==> config.mk <==
export PLATFORM = sky130hd
export DESIGN_NAME = load_store_unit
export DESIGN_NICKNAME = d
export VERILOG_FILES = /design/src/rtl/lsu_pkg.sv /design/src/rtl/lsu_lane_align.sv /design/src/rtl/load_store_unit.sv
export SDC_FILE = /design/constraint.sdc
export NUM_CORES = 1
export LEC_CHECK = 0
export BUFFER_PORTS_ARGS = -buffer_cell sky130_fd_sc_hd__buf_2
export CAP_MARGIN = 30
export CORE_MARGIN = 2
export CORE_UTILIZATION = 49
export DETAILED_ROUTE_END_ITERATION = 12
export PLACE_DENSITY = 0.8
export SLEW_MARGIN = 20
export SYNTH_ARGS = -nofsm -noshare
export SYNTH_HDL_FRONTEND = slang
export SYNTH_SLANG_ARGS = --single-unit
==> constraint.sdc <==
create_clock -name clk_i -period 5.2 [get_ports clk_i]
set_input_delay 1.56 -clock clk_i [delete_from_list [all_inputs] [get_ports clk_i]]
set_output_delay 1.56 -clock clk_i [all_outputs]
set_load 0.1 [all_outputs]
==> src/rtl/lsu_pkg.sv <==
// rtl/lsu_pkg.sv - shared constants and types for the load/store unit
//
// Purpose: funct3 access codes, controller state encoding and the timer
// width helper used by load_store_unit and lsu_lane_align.
// Ports: none (package).
package lsu_pkg;

  // funct3 encodings (instruction[14:12]) for loads and stores
  localparam logic [2:0] F3_B  = 3'b000;
  localparam logic [2:0] F3_H  = 3'b001;
  localparam logic [2:0] F3_W  = 3'b010;
  localparam logic [2:0] F3_BU = 3'b100;
  localparam logic [2:0] F3_HU = 3'b101;

  typedef enum logic [1:0] {
    IDLE   = 2'd0,
    ACCESS = 2'd1,
    DONE   = 2'd2
  } lsu_state_e;

  // Timer must be able to hold values up to TIMEOUT_CYCLES
  function automatic int timer_width(input int cycles);
    return $clog2(cycles + 1);
  endfunction

endpackage

==> src/rtl/lsu_lane_align.sv <==
// rtl/lsu_lane_align.sv - byte-lane steering, extension and validity check
//
// Purpose: purely combinational helper. The request side works on the
// live core inputs (validity, byte enables, replicated store data); the
// load side works on the access fields captured when the bus request began.
// Ports:
//   funct3_i, addr_lo_i      request size/sign and address bits [1:0]
//   read_i, write_i          request type from the control unit
//   store_data_i             rs2 value
//   valid_o                  request is legal and aligned
//   be_o, wdata_o            byte enables and lane-replicated store data
//   ld_funct3_i, ld_addr_lo_i  captured size/sign and lane of the load
//   rdata_i                  read word from the bus
//   load_ext_o               extracted and extended load value
module lsu_lane_align
  import lsu_pkg::*;
(
  input  logic [2:0]  funct3_i,
  input  logic [1:0]  addr_lo_i,
  input  logic        read_i,
  input  logic        write_i,
  input  logic [31:0] store_data_i,
  output logic        valid_o,
  output logic [3:0]  be_o,
  output logic [31:0] wdata_o,
  input  logic [2:0]  ld_funct3_i,
  input  logic [1:0]  ld_addr_lo_i,
  input  logic [31:0] rdata_i,
  output logic [31:0] load_ext_o
);

  logic       f3_legal;
  logic       aligned;
  logic [7:0]  byte_sel;
  logic [15:0] half_sel;

  always_comb begin
    f3_legal = 1'b0;
    if (read_i) begin
      f3_legal = (funct3_i == F3_B) || (funct3_i == F3_H) || (funct3_i == F3_W) ||
                 (funct3_i == F3_BU) || (funct3_i == F3_HU);
    end else if (write_i) begin
      f3_legal = (funct3_i == F3_B) || (funct3_i == F3_H) || (funct3_i == F3_W);
    end

    // funct3[1:0] carries the access size for every legal code
    case (funct3_i[1:0])
      2'b01:   aligned = (addr_lo_i[0] == 1'b0);
      2'b10:   aligned = (addr_lo_i == 2'b00);
      default: aligned = 1'b1;
    endcase

    valid_o = f3_legal && aligned && !(read_i && write_i);

    case (funct3_i[1:0])
      2'b00: begin
        be_o    = 4'b0001 << addr_lo_i;
        wdata_o = {4{store_data_i[7:0]}};
      end
      2'b01: begin
        be_o    = addr_lo_i[1] ? 4'b1100 : 4'b0011;
        wdata_o = {2{store_data_i[15:0]}};
      end
      default: begin
        be_o    = 4'b1111;
        wdata_o = store_data_i;
      end
    endcase
  end

  assign byte_sel = rdata_i[{ld_addr_lo_i, 3'b000} +: 8];
  assign half_sel = rdata_i[{ld_addr_lo_i[1], 4'b0000} +: 16];

  always_comb begin
    case (ld_funct3_i)
      F3_B:    load_ext_o = {{24{byte_sel[7]}}, byte_sel};
      F3_BU:   load_ext_o = {24'd0, byte_sel};
      F3_H:    load_ext_o = {{16{half_sel[15]}}, half_sel};
      F3_HU:   load_ext_o = {16'd0, half_sel};
      default: load_ext_o = rdata_i;
    endcase
  end

endmodule

==> src/rtl/load_store_unit.sv <==
// rtl/load_store_unit.sv - multi-cycle req/ack load/store unit for the core
//
// Purpose: turns a single-cycle core's data-memory access into a bus
// transaction, stalling the core until the bus acknowledges or times out.
// Ports:
//   clk_i, rst_i              clock, asynchronous active-high reset
//   mem_read_i, mem_write_i   load/store request from the control unit
//   funct3_i, addr_i          access size/sign and byte address
//   store_data_i              rs2 value
//   load_data_o               extended load result, valid in DONE
//   stall_o                   hold PC and writeback
//   fault_o                   one-cycle pulse: invalid, misaligned or timeout
//   bus_req_o .. bus_be_o     registered bus request fields
//   bus_ack_i, bus_rdata_i    bus completion and read word
module load_store_unit
  import lsu_pkg::*;
#(
  parameter int TIMEOUT_CYCLES = 64
) (
  input  logic        clk_i,
  input  logic        rst_i,
  input  logic        mem_read_i,
  input  logic        mem_write_i,
  input  logic [2:0]  funct3_i,
  input  logic [31:0] addr_i,
  input  logic [31:0] store_data_i,
  output logic [31:0] load_data_o,
  output logic        stall_o,
  output logic        fault_o,
  output logic        bus_req_o,
  output logic        bus_we_o,
  output logic [31:0] bus_addr_o,
  output logic [31:0] bus_wdata_o,
  output logic [3:0]  bus_be_o,
  input  logic        bus_ack_i,
  input  logic [31:0] bus_rdata_i
);

  localparam int TW = timer_width(TIMEOUT_CYCLES);
  localparam logic [TW-1:0] TIMER_LAST = TW'(TIMEOUT_CYCLES - 1);

  lsu_state_e  state_q, state_d;
  logic [TW-1:0] timer_q, timer_d;
  logic        timeout_q, timeout_d;
  logic        we_q, we_d;
  logic [31:0] addr_q, addr_d;
  logic [31:0] wdata_q, wdata_d;
  logic [3:0]  be_q, be_d;
  logic [2:0]  funct3_q, funct3_d;
  logic [1:0]  addr_lo_q, addr_lo_d;
  logic [31:0] load_data_q, load_data_d;

  logic        req_valid;
  logic [3:0]  req_be;
  logic [31:0] req_wdata;
  logic [31:0] load_ext;
  logic        request;
  logic        invalid_req;

  lsu_lane_align u_lane_align (
    .funct3_i     (funct3_i),
    .addr_lo_i    (addr_i[1:0]),
    .read_i       (mem_read_i),
    .write_i      (mem_write_i),
    .store_data_i (store_data_i),
    .valid_o      (req_valid),
    .be_o         (req_be),
    .wdata_o      (req_wdata),
    .ld_funct3_i  (funct3_q),
    .ld_addr_lo_i (addr_lo_q),
    .rdata_i      (bus_rdata_i),
    .load_ext_o   (load_ext)
  );

  assign request     = mem_read_i | mem_write_i;
  assign invalid_req = (state_q == IDLE) && request && !req_valid;

  always_ff @(posedge clk_i or posedge rst_i) begin
    if (rst_i) begin
      state_q     <= IDLE;
      timer_q     <= '0;
      timeout_q   <= 1'b0;
      we_q        <= 1'b0;
      addr_q      <= '0;
      wdata_q     <= '0;
      be_q        <= '0;
      funct3_q    <= '0;
      addr_lo_q   <= '0;
      load_data_q <= '0;
    end else begin
      state_q     <= state_d;
      timer_q     <= timer_d;
      timeout_q   <= timeout_d;
      we_q        <= we_d;
      addr_q      <= addr_d;
      wdata_q     <= wdata_d;
      be_q        <= be_d;
      funct3_q    <= funct3_d;
      addr_lo_q   <= addr_lo_d;
      load_data_q <= load_data_d;
    end
  end

  always_comb begin
    state_d     = state_q;
    timer_d     = timer_q;
    timeout_d   = timeout_q;
    we_d        = we_q;
    addr_d      = addr_q;
    wdata_d     = wdata_q;
    be_d        = be_q;
    funct3_d    = funct3_q;
    addr_lo_d   = addr_lo_q;
    load_data_d = load_data_q;
    stall_o     = 1'b0;
    fault_o     = 1'b0;

    case (state_q)
      IDLE: begin
        if (request) begin
          if (req_valid) begin
            stall_o   = 1'b1;
            state_d   = ACCESS;
            timer_d   = '0;
            timeout_d = 1'b0;
            we_d      = mem_write_i;
            addr_d    = {addr_i[31:2], 2'b00};
            wdata_d   = req_wdata;
            be_d      = req_be;
            funct3_d  = funct3_i;
            addr_lo_d = addr_i[1:0];
          end else begin
            fault_o = 1'b1;
          end
        end
      end
      ACCESS: begin
        stall_o = 1'b1;
        timer_d = timer_q + TW'(1);
        // ack is checked first so it wins over a coincident timeout
        if (bus_ack_i) begin
          state_d     = DONE;
          load_data_d = we_q ? 32'd0 : load_ext;
        end else if (timer_q == TIMER_LAST) begin
          state_d     = DONE;
          timeout_d   = 1'b1;
          load_data_d = 32'd0;
        end
      end
      DONE: begin
        // the core advances on this edge, so no new access starts here
        fault_o = timeout_q;
        state_d = IDLE;
      end
      default: state_d = IDLE;
    endcase
  end

  assign load_data_o = invalid_req ? 32'd0 : load_data_q;
  assign bus_req_o   = (state_q == ACCESS);
  assign bus_we_o    = we_q;
  assign bus_addr_o  = addr_q;
  assign bus_wdata_o = wdata_q;
  assign bus_be_o    = be_q;

endmodule

==> impl_metrics.json, run 1 <==
{
  "relSlewSlack_pct": 34.7,
  "syn_inst": 595,
  "yosys_warnings": 0,
  "critPathMaxStageDelay_ns": 0.43,
  "yosysSeqAreaShare_pct": 52.2,
  "post-cts-setup-buffer-count": 0,
  "antenna_cells": 0,
  "path_common_cell": "buf_2",
  "post_drt_wl_per_cell_um": 17.1,
  "synthAdderAreaFrac_pct": 0.916,
  "r2r_setup_slack_ns": 2.67,
  "clkSinkCount": 114,
  "synth.area.top_cells": "dfrtp_1 (52%), nand2_1 (13%), o21ai_0 (4.5%)",
  "cts_buffer_depth": 2,
  "hold_viol": 0,
  "row_count": 38,
  "critPathKind": "in2out",
  "path_clk_slew_ns": 0.06,
  "yosys-top-cells-count": "nand2_1 (186), dfrtp_1 (114), o21ai_0 (49)",
  "gp_congestion": 0.878,
  "synth.largest_area_cell": "dfrtp_1",
  "grt_max_degree": 65,
  "synthMuxAreaShare_pct": 2.36,
  "crit_chain": "buf_2 -> inv_1 -> ha_1 -> or3b_1 -> o211ai_1 -> a21oi_4 -> buf_12 -> nor2b_2 -> buf_2",
  "cts.repair.resized": 0,
  "period_share_pct": 95.6,
  "synth_ff_type": "dfrtp_1",
  "cp_top_family": "buffers and inverters",
  "synthSimpleGateAreaFrac_pct": 20.6,
  "core_area_um2": 10800,
  "hold_class": "reg2reg",
  "drc": 0,
  "areaGrowthSynthToFinish_pct": 34.5,
  "start_kind": "input pin",
  "slowest_stage": "buf_2",
  "via_count": 5231,
  "grt_use_met3_pct": 9.31,
  "cts_tree": "yes",
  "r2r_cells": 4,
  "start_util_pct": 50.4,
  "endpoint_kind": "primary output",
  "slew_viol_final": 0,
  "antenna_found_initial": 1,
  "gr-max-usage-layer": "met2",
  "io-pin-count": 208,
  "use_met2_pct": 46.7,
  "maxCapViolCount": 0,
  "dieArea_um2": 12000,
  "die_x_um": 110,
  "hpwl_um": 11400,
  "fillerInstances": 843,
  "netlist_area_um2": 5460,
  "synth_top_area_share_pct": 52.2,
  "finClkSkew_ns": 0.00517,
  "outcome": "finished clean",
  "htreeDepth": 4,
  "synth_cell_types": 46,
  "synth_compound_area_share_pct": 18.6,
  "die_h_um": 110,
  "hold_end": "bus_wdata_o[0]",
  "hp-start": "bus_wdata_o[0]",
  "setup_viol": 0,
  "synthArstFlopShare_pct": 100,
  "cts_hold_buf": 0,
  "clock_latency_ns": 0.51,
  "cts_made_buffers": 17,
  "arrival_ns": 3.41,
  "drt-pass1-iter-count": 5,
  "drive_gt1_share_pct": 36.6,
  "grt-ovfl-total": 0,
  "synth-edff-count": 0,
  "r2r_start": "addr_lo_q[1]",
  "fmax_ghz": 0.201,
  "ys_seq_elements": 114,
  "gr-usage-all-layers_pct": 27.6,
  "synth.most_common_cell": "nand2_1",
  "synth_top_family_by_area": "simple AND/OR/NAND/NOR gates",
  "rsz0062_at_grt": "no",
  "via_per_inst": 5.54,
  "r2r-end": "load_data_q[16]",
  "period_needed_ns": 4.97,
  "synth_xor_area_share_pct": 0.160,
  "wirelength_um": 16100,
  "startpoint": "funct3_i[0]",
  "fin_nets": 899,
  "grt_use_met1_pct": 32.5,
  "path_buf_inv": 4,
  "worst-path-max-fanout": 33,
  "syn_avg_cell_area_um2": 9.18,
  "io_buffer_count": 205,
  "cp.required_ns": 3.64,
  "min_path_cells": 2,
  "fin_hold_ws_ns": 0.470,
  "max_slew.worst_pin.slew_ns": 0.979,
  "grt_pass1_vias": 5144,
  "grt_pass1_wl_um": 25100,
  "clock-root-buffer": "clkbuf_8",
  "tns_ns": 0,
  "cp.depth": 9,
  "ant_nets": 0,
  "first_iter_violations": 346
}
-- per-stage QoR --
step,instances,setup slack (ns),area [µm²],util [%]
2_1_floorplan,596,-0.446,5590,-
3_3_place_gp,911,0.334,6720,62.0
3_5_place_dp,912,0.235,6730,62.1
4_1_cts,944,0.238,7350,67.8
5_1_grt,944,0.0844,7350,67.8
6_report,944,0.228,7350,67.8
-- layout by cell type (no fill, tap or decap), types with 3 or more instances in the layout --
cell	Yosys	routed
nor2b_2	0	21
a21o_1	5	5
mux4_2	3	3
nor2b_4	0	8
a221o_1	19	19
dfrtp_1	114	114
mux2i_1	5	5
ha_1	4	4
nand3_1	3	3
buf_2	16	204
o31ai_1	8	8
clkbuf_16	0	16
o21ai_0	49	49
buf_4	4	10
bufinv_16	0	4
nand2_1	186	186
o22ai_1	8	8
a22o_1	11	11
a221oi_1	7	7
nor3b_1	3	3
clkinv_2	0	4
a22oi_1	8	8
nor3_1	4	4
nor2_1	12	12
a21oi_1	24	23
inv_1	21	20
nor2b_1	34	5
clkinvlp_4	0	5
-- cells by family (layout without fill, tap and decap cells) --
family / Yosys count / in the layout
AOI/OAI and AO/OA: 147 / 147
xor gates and xnor gates: 1 / 1
adders and majority gates: 4 / 4
buffers and inverters: 63 / 271
DFF: 114 / 114
muxes: 9 / 9
other: 1 / 2
and+or+nand+nor: 256 / 256
-- sequential cells by signal, indices dropped and copies added, names as in the netlist, 2 cells and up --
register     cells
bus_wdata_o     32
load_data_q     32
bus_addr_o      30
timer_q          7
bus_be_o         4
funct3_q         3
addr_lo_q        2
state_q          2
-- layout make-up --
| cell class | instances | area (µm²) | area share [%] |
|---|---|---|---|
| clock buffer | 18 | 428 | 5.82 |
| sequential | 114 | 2850 | 38.8 |
| timing repair buffer | 217 | 1150 | 15.6 |
| multi-input combinational | 419 | 2470 | 33.7 |
| clock inverter | 14 | 186 | 2.54 |
| inverter | 22 | 85.1 | 1.16 |
| tap | 140 | 175 | 2.38 |
-- layer usage --
layer,routed length (µm),up-vias
li1,-,2421
met1,6150,2505
met2,8040,270
met3,1500,33
met4,417,2
met5,11,-
-- worst max-delay path by stage --
| stage | end | slack [ns] |
|---|---|---|
| after floorplan | load_data_o[0] | -0.45 |
| after global placement | load_data_o[1] | 0.33 |
| after detailed placement | load_data_o[10] | 0.24 |
| after CTS | load_data_o[10] | 0.24 |
| after global routing | load_data_o[16] | 0.08 |
| final | load_data_o[29] | 0.23 |
-- worst reg2reg max path, delay by kind of cell, from the launching register on --
kind               cells  cell delay [ns]
DFF                    1             0.82
muxes                  1             0.39
and+or+nand+nor        1             0.09
AOI/OAI and AO/OA      2             1.17
Power of run 1 is not shown: default switching activity piles up to over one toggle a cycle in this logic, so the estimate is an artifact.
==> run 2: changes to the inputs <==
--- a/config.mk
+++ b/config.mk
@@ -11,6 +11,7 @@
 export CORE_UTILIZATION = 49
 export DETAILED_ROUTE_END_ITERATION = 12
 export PLACE_DENSITY = 0.8
+export REMOVE_ABC_BUFFERS = 1
 export SLEW_MARGIN = 20
 export SYNTH_ARGS = -nofsm -noshare
 export SYNTH_HDL_FRONTEND = slang
==> impl_metrics.json, run 2 (synthesized netlist as in run 1, its figures left out) <==
{
  "wirelength_um": 15500,
  "gp_congestion": 0.872,
  "rsz0062_at_grt": "no",
  "hold_viol": 0,
  "grt_pass1_vias": 4994,
  "start_util_pct": 50.4,
  "use_met2_pct": 44.1,
  "grt-ovfl-total": 0,
  "slew_viol_final": 0,
  "grt_max_degree": 101,
  "start_kind": "input pin",
  "fin_nets": 898,
  "slowest_stage": "buf_2",
  "die_x_um": 110,
  "dieArea_um2": 12000,
  "antenna_found_initial": 0,
  "cts_hold_buf": 0,
  "grt_use_met3_pct": 9.96,
  "fmax_ghz": 0.201,
  "cts.repair.resized": 0,
  "gr-usage-all-layers_pct": 26.7,
  "path_common_cell": "buf_2",
  "arrival_ns": 3.43,
  "antenna_cells": 0,
  "core_area_um2": 10800,
  "maxCapViolCount": 0,
  "ant_nets": 0,
  "via_count": 5097,
  "gr-max-usage-layer": "met2",
  "outcome": "finished clean",
  "io-pin-count": 208,
  "path_buf_inv": 4,
  "row_count": 38,
  "final_cell_mix": "buf_2 (204), nand2_1 (186), dfrtp_1 (114), o21ai_0 (49), nor2b_1 (34)",
  "finClkSkew_ns": 0.00898,
  "via_per_inst": 5.41,
  "drt-pass1-iter-count": 5,
  "crit_chain": "buf_2 -> inv_1 -> ha_1 -> or3b_1 -> o211ai_1 -> a21oi_2 -> buf_4 -> nor2b_1 -> buf_2",
  "post-cts-setup-buffer-count": 0,
  "cts_tree": "yes",
  "cp.required_ns": 3.64,
  "post_drt_wl_per_cell_um": 16.5,
  "clock_latency_ns": 0.52,
  "cts_buffer_depth": 2,
  "hold_class": "reg2reg",
  "period_share_pct": 95.9,
  "hpwl_um": 11000,
  "die_h_um": 110,
  "io_buffer_count": 205,
  "cp_top_family": "buffers and inverters",
  "path_clk_slew_ns": 0.05,
  "critPathMaxStageDelay_ns": 0.44,
  "drc": 0,
  "cts_made_buffers": 17,
  "relSlewSlack_pct": 36.4,
  "tns_ns": 0,
  "worst-path-max-fanout": 33,
  "endpoint_kind": "primary output",
  "setup_viol": 0,
  "layout_commonest_cell": "buf_2",
  "clock-root-buffer": "clkbuf_8",
  "first_iter_violations": 290,
  "drive_gt1_share_pct": 32.3,
  "max_slew.worst_pin.slew_ns": 0.954,
  "areaGrowthSynthToFinish_pct": 31.8,
  "period_needed_ns": 4.99,
  "htreeDepth": 4,
  "clkSinkCount": 114,
  "grt_pass1_wl_um": 24300,
  "critPathKind": "in2out",
  "grt_use_met1_pct": 31.6
}
## run 2: cell types whose count changed in the layout (fill, tap and decap cells not counted), moves of 2 or more
| cell | change |
|---|---|
| clkinv_2 | -2 |
| nor2b_4 | -8 |
| nor2b_2 | -21 |
| clkinvlp_4 | -2 |
| clkbuf_1 | +3 |
| nor2b_1 | +29 |
## run 2: worst paths after layout
kind                       slack [ns]      startpoint         endpoint  cells past startpoint
max                              0.21     funct3_i[0]  load_data_o[11]                      9
min                              0.47  bus_addr_o[28]   bus_addr_o[28]                      2
max reg2reg                      2.69    addr_lo_q[1]  load_data_q[20]                      4
min reg2reg                      0.47  bus_addr_o[28]   bus_addr_o[28]                      2
max in group asynchronous        3.15           rst_i  load_data_q[24]                      3
min in group asynchronous        1.11           rst_i    bus_addr_o[8]                      2
## run 2: metrics by stage
stage / cell area [µm²] / util (%) / setup slack (ns) / instances / hold WS (ns)
floorplan: 5270 / - / -0.985 / 555 / 0.441
global placement: 6570 / 60.6 / 0.341 / 910 / 0.453
detailed placement: 6580 / 60.7 / 0.216 / 911 / 0.457
CTS: 7200 / 66.4 / 0.214 / 942 / 0.472
global route: 7200 / 66.4 / 0.0786 / 942 / 0.489
finish: 7200 / 66.4 / 0.215 / 942 / 0.469
## run 2: per-layer routing
layer  up-vias  share of wire [%]
li1       2418                  -
met1      2407                 39
met2       252                 49
met3        20                 10
met4         0                1.5
met5         -                  0
## run 2: final cells by class
type,instances,area (µm²)
Clock inverter,10,183
Multi-Input combinational cell,419,2340
Inverter,22,85.1
Timing Repair Buffer,216,1120
Fill cell,891,3640
Sequential cell,114,2850
Clock buffer,21,439
Tap cell,140,175
## run 2: worst reg2reg max path: stages, from the launching register on
cell and delay (ns):
dfrtp_1 0.80, mux4_2 0.41, nand2_2 0.09, a2111oi_4 0.90, a221o_1 0.24
Power of run 2 is left out for the same reason.
